### src/rtl/snn_pkg.sv
// Shared definitions for the spiking-network blocks: default count width and
// a saturating increment used by every spike counter.
package snn_pkg;

    localparam int SPIKE_CNT_W = 8;

    // Adds inc to value without exceeding max_value; callers truncate to their width.
    function automatic logic [31:0] sat_inc(input logic [31:0] value,
                                            input logic [31:0] max_value,
                                            input logic        inc);
        if (inc && (value < max_value))
            return value + 32'd1;
        return value;
    endfunction

endpackage

### src/rtl/spike_edge_detect.sv
// Rising-edge detector for a spike level; the delayed copy samples every cycle
// so a frozen consumer never sees a phantom edge when it resumes.
module spike_edge_detect (
    input  logic clk,
    input  logic rst,
    input  logic spike,
    output logic spike_edge
);

    logic spike_d;

    always_ff @(posedge clk or posedge rst) begin
        if (rst)
            spike_d <= 1'b0;
        else
            spike_d <= spike;
    end

    assign spike_edge = spike & ~spike_d;

endmodule

### src/rtl/spike_rate_decoder.sv
// Turns a spike train back into numbers: per-window rising-edge count on a
// single-entry valid/ready buffer, plus the interval between the last two edges.
module spike_rate_decoder
    import snn_pkg::*;
#(
    parameter int WINDOW = 256,
    parameter int CNT_W  = SPIKE_CNT_W
) (
    input  logic             clk,
    input  logic             rst,
    input  logic             en,
    input  logic             spike,
    output logic [CNT_W-1:0] rate,
    output logic             rate_valid,
    input  logic             rate_ready,
    output logic [CNT_W-1:0] isi,
    output logic             isi_valid,
    output logic             overrun,
    input  logic             clr_overrun
);

    localparam int               WIN_W    = (WINDOW > 1) ? $clog2(WINDOW) : 1;
    localparam logic [WIN_W-1:0] WIN_LAST = WIN_W'(WINDOW - 1);
    localparam logic [CNT_W-1:0] CNT_ONES = '1;
    localparam logic [31:0]      CNT_MAX  = 32'(CNT_ONES);

    logic [WIN_W-1:0] win_cnt;
    logic [CNT_W-1:0] spk_cnt;
    logic [CNT_W-1:0] since;
    logic             spike_edge;
    logic             close;
    logic             accept;
    logic             drop;
    logic [CNT_W-1:0] result;

    spike_edge_detect u_edge (
        .clk        (clk),
        .rst        (rst),
        .spike      (spike),
        .spike_edge (spike_edge)
    );

    assign close  = en && (win_cnt == WIN_LAST);
    assign accept = rate_valid && rate_ready;
    assign drop   = close && rate_valid && !rate_ready;
    // The close cycle's own edge still belongs to the window being reported.
    assign result = CNT_W'(sat_inc(32'(spk_cnt), CNT_MAX, spike_edge));

    always_ff @(posedge clk or posedge rst) begin
        if (rst) begin
            win_cnt    <= '0;
            spk_cnt    <= '0;
            since      <= '0;
            rate       <= '0;
            rate_valid <= 1'b0;
            isi        <= '0;
            isi_valid  <= 1'b0;
            overrun    <= 1'b0;
        end else begin
            if (en) begin
                win_cnt <= close ? '0 : win_cnt + 1'b1;
                spk_cnt <= close ? '0 : result;
                // since == 0 marks "no edge seen yet", so the first edge yields no interval.
                if (spike_edge) begin
                    if (since != '0) begin
                        isi       <= since;
                        isi_valid <= 1'b1;
                    end
                    since <= CNT_W'(1);
                end else if (since != '0) begin
                    since <= CNT_W'(sat_inc(32'(since), CNT_MAX, 1'b1));
                end
            end

            if (close && (!rate_valid || rate_ready)) begin
                rate       <= result;
                rate_valid <= 1'b1;
            end else if (accept && !close) begin
                rate_valid <= 1'b0;
            end

            if (drop)
                overrun <= 1'b1;
            else if (clr_overrun)
                overrun <= 1'b0;
        end
    end

endmodule
### config.mk
export PLATFORM = sky130hd
export DESIGN_NAME = spike_rate_decoder
export DESIGN_NICKNAME = d
export VERILOG_FILES = /design/src/rtl/snn_pkg.sv /design/src/rtl/spike_edge_detect.sv /design/src/rtl/spike_rate_decoder.sv
export SDC_FILE = /design/constraint.sdc
export NUM_CORES = 1
export LEC_CHECK = 0
export BUFFER_PORTS_ARGS = -buffer_cell sky130_fd_sc_hd__buf_4
export CORE_MARGIN = 5
export CORE_UTILIZATION = 57
export CTS_CLUSTER_SIZE = 30
export DETAILED_ROUTE_END_ITERATION = 8
export PLACE_DENSITY = 0.78
export SYNTH_ARGS = -nofsm -noshare
export SYNTH_HDL_FRONTEND = slang
export SYNTH_SLANG_ARGS = --single-unit
export TNS_END_PERCENT = 10
### constraint.sdc
create_clock -name clk -period 2.9 [get_ports clk]
set_clock_uncertainty 0.05 [all_clocks]
set_input_delay 0.145 -clock clk [delete_from_list [all_inputs] [get_ports clk]]
set_output_delay 0.145 -clock clk [all_outputs]
set_load 0.02 [all_outputs]
; After elaboration in Yosys (flattened, before gate mapping)
; Cells that the tools add are included.
[op_classes]
n_addsub = 3
order_cmp = 2
eq_ne = 1
mux = 17
n_bitwise = 2
reduce_logical = 18
[ops]
columns = op, n
row1 = 8-bit 2-to-1 mux, 8
row2 = "8-bit by 1-bit adder with 8-bit output, second input constant", 3
row3 = "8-bit less-than comparator, second input constant", 2
row4 = 1-bit 2-to-1 mux, 9
row5 = "8-bit equality test, second input constant", 1
row6 = 2-bit nonzero test, 4
row7 = 8-bit nonzero test, 1
row8 = 1-bit logical AND, 7
row9 = 3-bit AND reduction, 2
row10 = 1-bit logical NOT, 3
row11 = 1-bit bitwise AND, 1
row12 = 1-bit logical OR, 1
row13 = 1-bit inverter, 1
[totals]
reg_bits = 44
in_bits = 6
out_inout_bits = 19

; Longest topological paths before layout
[logic_depth]
ltp_word = 8
depth_mapped = 6

; Modules after synthesis
; A second synthesis with hierarchy kept.
[unflattened]
hier_cells = 221
hier_area_um2 = 2258.4
[by_module_without_submodules]
columns = mod, n_inst, cells_per_inst, area_each_um2
row1 = spike_rate_decoder, 1, 218, 2215.9
row2 = spike_edge_detect, 1, 3, 42.5

; Worst setup path before layout
; OpenSTA, ideal clock, no wires.
[synth_path]
kind = register -> register
start = register since[0]
end = register since[1]
arrival_time_ns = 1.866
t_required_ns = 2.731
slack_ns = 0.866
path_stages_with_launch = 7
path_buffers = 0
cell_sequence = dfrtp_1 inv_1 ha_1 or4b_1 or4_4 a32oi_1 a21bo_1
[synth_between]
elab_chain_cells = 7
word_cells_on_any_way = 14
[synth_lines]
columns = element, line_no
row1 = start: declaration, spike_rate_decoder.sv:29  ; logic [CNT_W-1:0] since;
row2 = start signal: assignment, spike_rate_decoder.sv:71  ; since <= CNT_W'(sat_inc(32'(since), CNT_MAX, 1'b1));
row3 = 8-bit less-than comparator, snn_pkg.sv:11  ; if (inc && (value < max_value))
row4 = 1-bit 2-to-1 mux, snn_pkg.sv:11
row5 = 1-bit 2-to-1 mux, spike_rate_decoder.sv:70  ; end else if (since != '0) begin
row6 = 1-bit 2-to-1 mux, spike_rate_decoder.sv:64  ; if (spike_edge) begin
row7 = 1-bit 2-to-1 mux, spike_rate_decoder.sv:60  ; if (en) begin
row8 = 2-bit nonzero test (no line), -
row9 = 3-bit AND reduction (no line), -
; Parallel ways exist; a longest one is shown, timed or not. The select of a mux whose other input is x is not followed.
; A chain may end at the register's enable or synchronous reset.

; Worst setup path in the final report
; Same ends and word-level chain as after synthesis.

==> results_dict.tcl <==
set metrics [dict create \
    rsz0062_at_grt "no" \
    p_total_mw 1.92 \
    worst-endpoint-arrival_ps 2370 \
    post-place-ws_ps 695 \
    setup-violations-final 0 \
    ys_warn_count 0 \
    slew_viol_final 0 \
    path_cells "inv_1 -> ha_1 -> or4b_1 -> or4_4 -> a32oi_1 -> a21bo_1" \
    nFillCells 299 \
    place_area_um2 2410 \
    antennaDiodeCount 0 \
    antenna_found_initial 0 \
    finalHoldViolations 0 \
    syn_inst 211 \
    clk_pin_slew_worst_paths_ps 80 \
    worst_pin_slew_ps 680 \
    root_buffer "clkbuf_8" \
    hold_ws_ps 100 \
    layout_common_cells "dfrtp_1 (44), buf_4 (27), nand2_1 (16)" \
    place_congestion 0.838 \
    slowest_stage "or4_4" \
    drt_first_pass_iters 4 \
    final_cell_area_um2 2550 \
    area_delta_synth_final_pct 16.5 \
    htree_levels 2 \
    final.setup.tns_ps 0 \
    avgSynthCellArea_um2 10.4 \
    status "finished clean" \
    max_slew_margin 0.544 \
    cpPeakStageDelay_ps 480 \
    clock-sinks 44 \
    syn-num-nets 221 \
    hpwl_mm 3.25 \
    cp_max_fo 6 \
    ys_ff_latch 44 \
    crit_required_ps 3030 \
    syn_area_um2 2190 \
    finalCritPeriodShare 0.773 \
    power_density_nw_per_um2 752 \
    finalWorstSetupSlack_ps 658 \
    dieArea_um2 5180 \
    layout_min_cycle_time_ps 2240 \
    layout_commonest_cell "dfrtp_1" \
    first_iter_violations 120 \
    drc 0 \
    vias 1772 \
    die_h_um 71.9 \
    power_leakage_nw 1.13 \
    cts-resized-gates 0 \
    dieWidth_um 71.9 \
    ant_nets 0 \
    first_global_vias 1730 \
    async_reset_ff_frac 1.00 \
    start_util 0.593 \
    ys_seq_area_frac 0.503 \
    nNetsFinal 248 \
    grt_util_all_layers 0.195 \
    drive_above_1_share 0.234 \
    via_per_inst 6.17 \
    cts_setup_buffers 0 \
    endpoint_kind "register" \
    grt_pass1_wl_mm 8.05 \
    max_freq_mhz 446 \
    synth-main-ff-cell "dfrtp_1" \
    overflow 0 \
    hp-class "in2reg" \
    cts_buffers 5 \
    max-clock-path-buffers 2 \
    critPathKind "reg2reg" \
    max_cap_viol_count 0 \
    clock_latency_ps 290 \
    grt_max_degree 28 \
    io_pins 25 \
    irDropWorstVdd_mv 0.485 \
    post_drt_wl_per_cell_um 15.7 \
    core_region_area_um2 3690 \
    ys_types 48 \
    num_rows 22 \
    routed_wl_mm 4.52 \
    startpoint_type "register" \
    port_buffers 24 \
    cts_tree "done" \
    synth-edff-count 0 \
]
[critical path, delay by kind of cell (launching register included)]
family          cells  cell delay, ps
buf+inv             1             100
flops               1             440
compound gates      2             450
simple gates        2             950
fa+ha+maj           1             140
[state kept, by name, summed over array words and instances (netlist names)]
| register | count |
|---|---|
| rate | 8 |
| win_cnt | 8 |
| since | 8 |
| rate_valid | 1 |
| u_edge.spike_d | 1 |
| isi | 8 |
| overrun | 1 |
| spk_cnt | 8 |
| isi_valid | 1 |
[worst paths after layout]
check	depth (start not counted)	startpoint	to	slack, ps
min in group asynchronous	3	rst	win_cnt[4]$_DFFE_PP0P_	450
max in group asynchronous	4	rst	isi[0]$_DFFE_PP0P_	1550
hold reg to reg	1	isi_valid$_DFFE_PP0P_	isi_valid$_DFFE_PP0P_	430
setup reg to reg	6	since[0]$_DFFE_PP0P_	since[1]$_DFFE_PP0P_	660
hold / removal	3	rate_ready	rate_valid$_DFFE_PP0P_	100
setup / recovery	6	since[0]$_DFFE_PP0P_	since[1]$_DFFE_PP0P_	660
[power breakdown]
group / internal [mW] / switching, mW / total, mW
Clock: 0.256 / 0.197 / 0.453
Combinational: 0.256 / 0.262 / 0.518
Sequential: 0.759 / 0.187 / 0.946
Total: 1.27 / 0.646 / 1.92
[cells in the mapped netlist (2+ instances only)]
master / instances / area, um2
dfrtp_1: 44 / 1100
nand2_1: 16 / 60.1
a21oi_1: 12 / 60.1
mux2_2: 12 / 135
nor2_1: 12 / 45.0
a31oi_1: 9 / 56.3
clkbuf_1: 8 / 30.0
nand4_1: 8 / 50.1
nand3_1: 7 / 35.0
inv_1: 6 / 22.5
o21ai_0: 6 / 30.0
o31ai_1: 6 / 45.0
and3_1: 5 / 31.3
nand2b_1: 5 / 31.3
ha_1: 4 / 50.1
nor4_1: 3 / 18.8
or2_2: 3 / 18.8
or3_1: 3 / 18.8
xnor2_1: 3 / 26.3
a211o_1: 2 / 17.5
a21o_1: 2 / 15.0
a31o_2: 2 / 17.5
a41oi_1: 2 / 17.5
buf_2: 2 / 10.0
mux2i_1: 2 / 20.0
nor2b_1: 2 / 12.5
nor4b_1: 2 / 17.5
or4_1: 2 / 15.0
xor2_1: 2 / 17.5
[repair_timing]
action | CTS | global route
hold buffers | 3 | 0
endpoints found under the setup margin | 0 | 0
hold endpoints to repair | 19 | 0
[cells by family (layout without fill, tap and decap cells)]
kind of cell	count (synthesis)	after routing	share of synthesized area
AOI/OAI and AO/OA	51	51	0.159
xor gates and xnor gates	5	5	0.0200
adders and majority gates	4	4	0.0229
buffers and inverters	17	45	0.0303
DFF	44	44	0.503
muxes	14	14	0.0709
and+or+nand+nor	76	76	0.193
[stage by stage]
step	utilization	instances
finish	0.691	287
floorplan	-	211
detailed placement	0.653	276
CTS	0.691	287
global route	0.691	287
global placement	0.653	276
[area by class of cell]
cell class | count | area (um2) | area share
timing repair buffer | 30 | 233 | 0.0914
inverter | 7 | 26.3 | 0.0103
sequential | 44 | 1100 | 0.432
tap | 48 | 60.1 | 0.0236
clock buffer | 6 | 72.6 | 0.0285
clock inverter | 2 | 35.0 | 0.0138
multi-input combinational | 150 | 1020 | 0.400
[per-layer routing]
metal | global-route usage | up-vias | routed length (um)
li1 | - | 840 | -
met1 | 0.269 | 870 | 1920
met2 | 0.313 | 56 | 2330
met3 | 0.0388 | 6 | 222
met4 | 0.0585 | 0 | 48
met5 | 0 | - | 0
(Power assumes the default switching activity.)
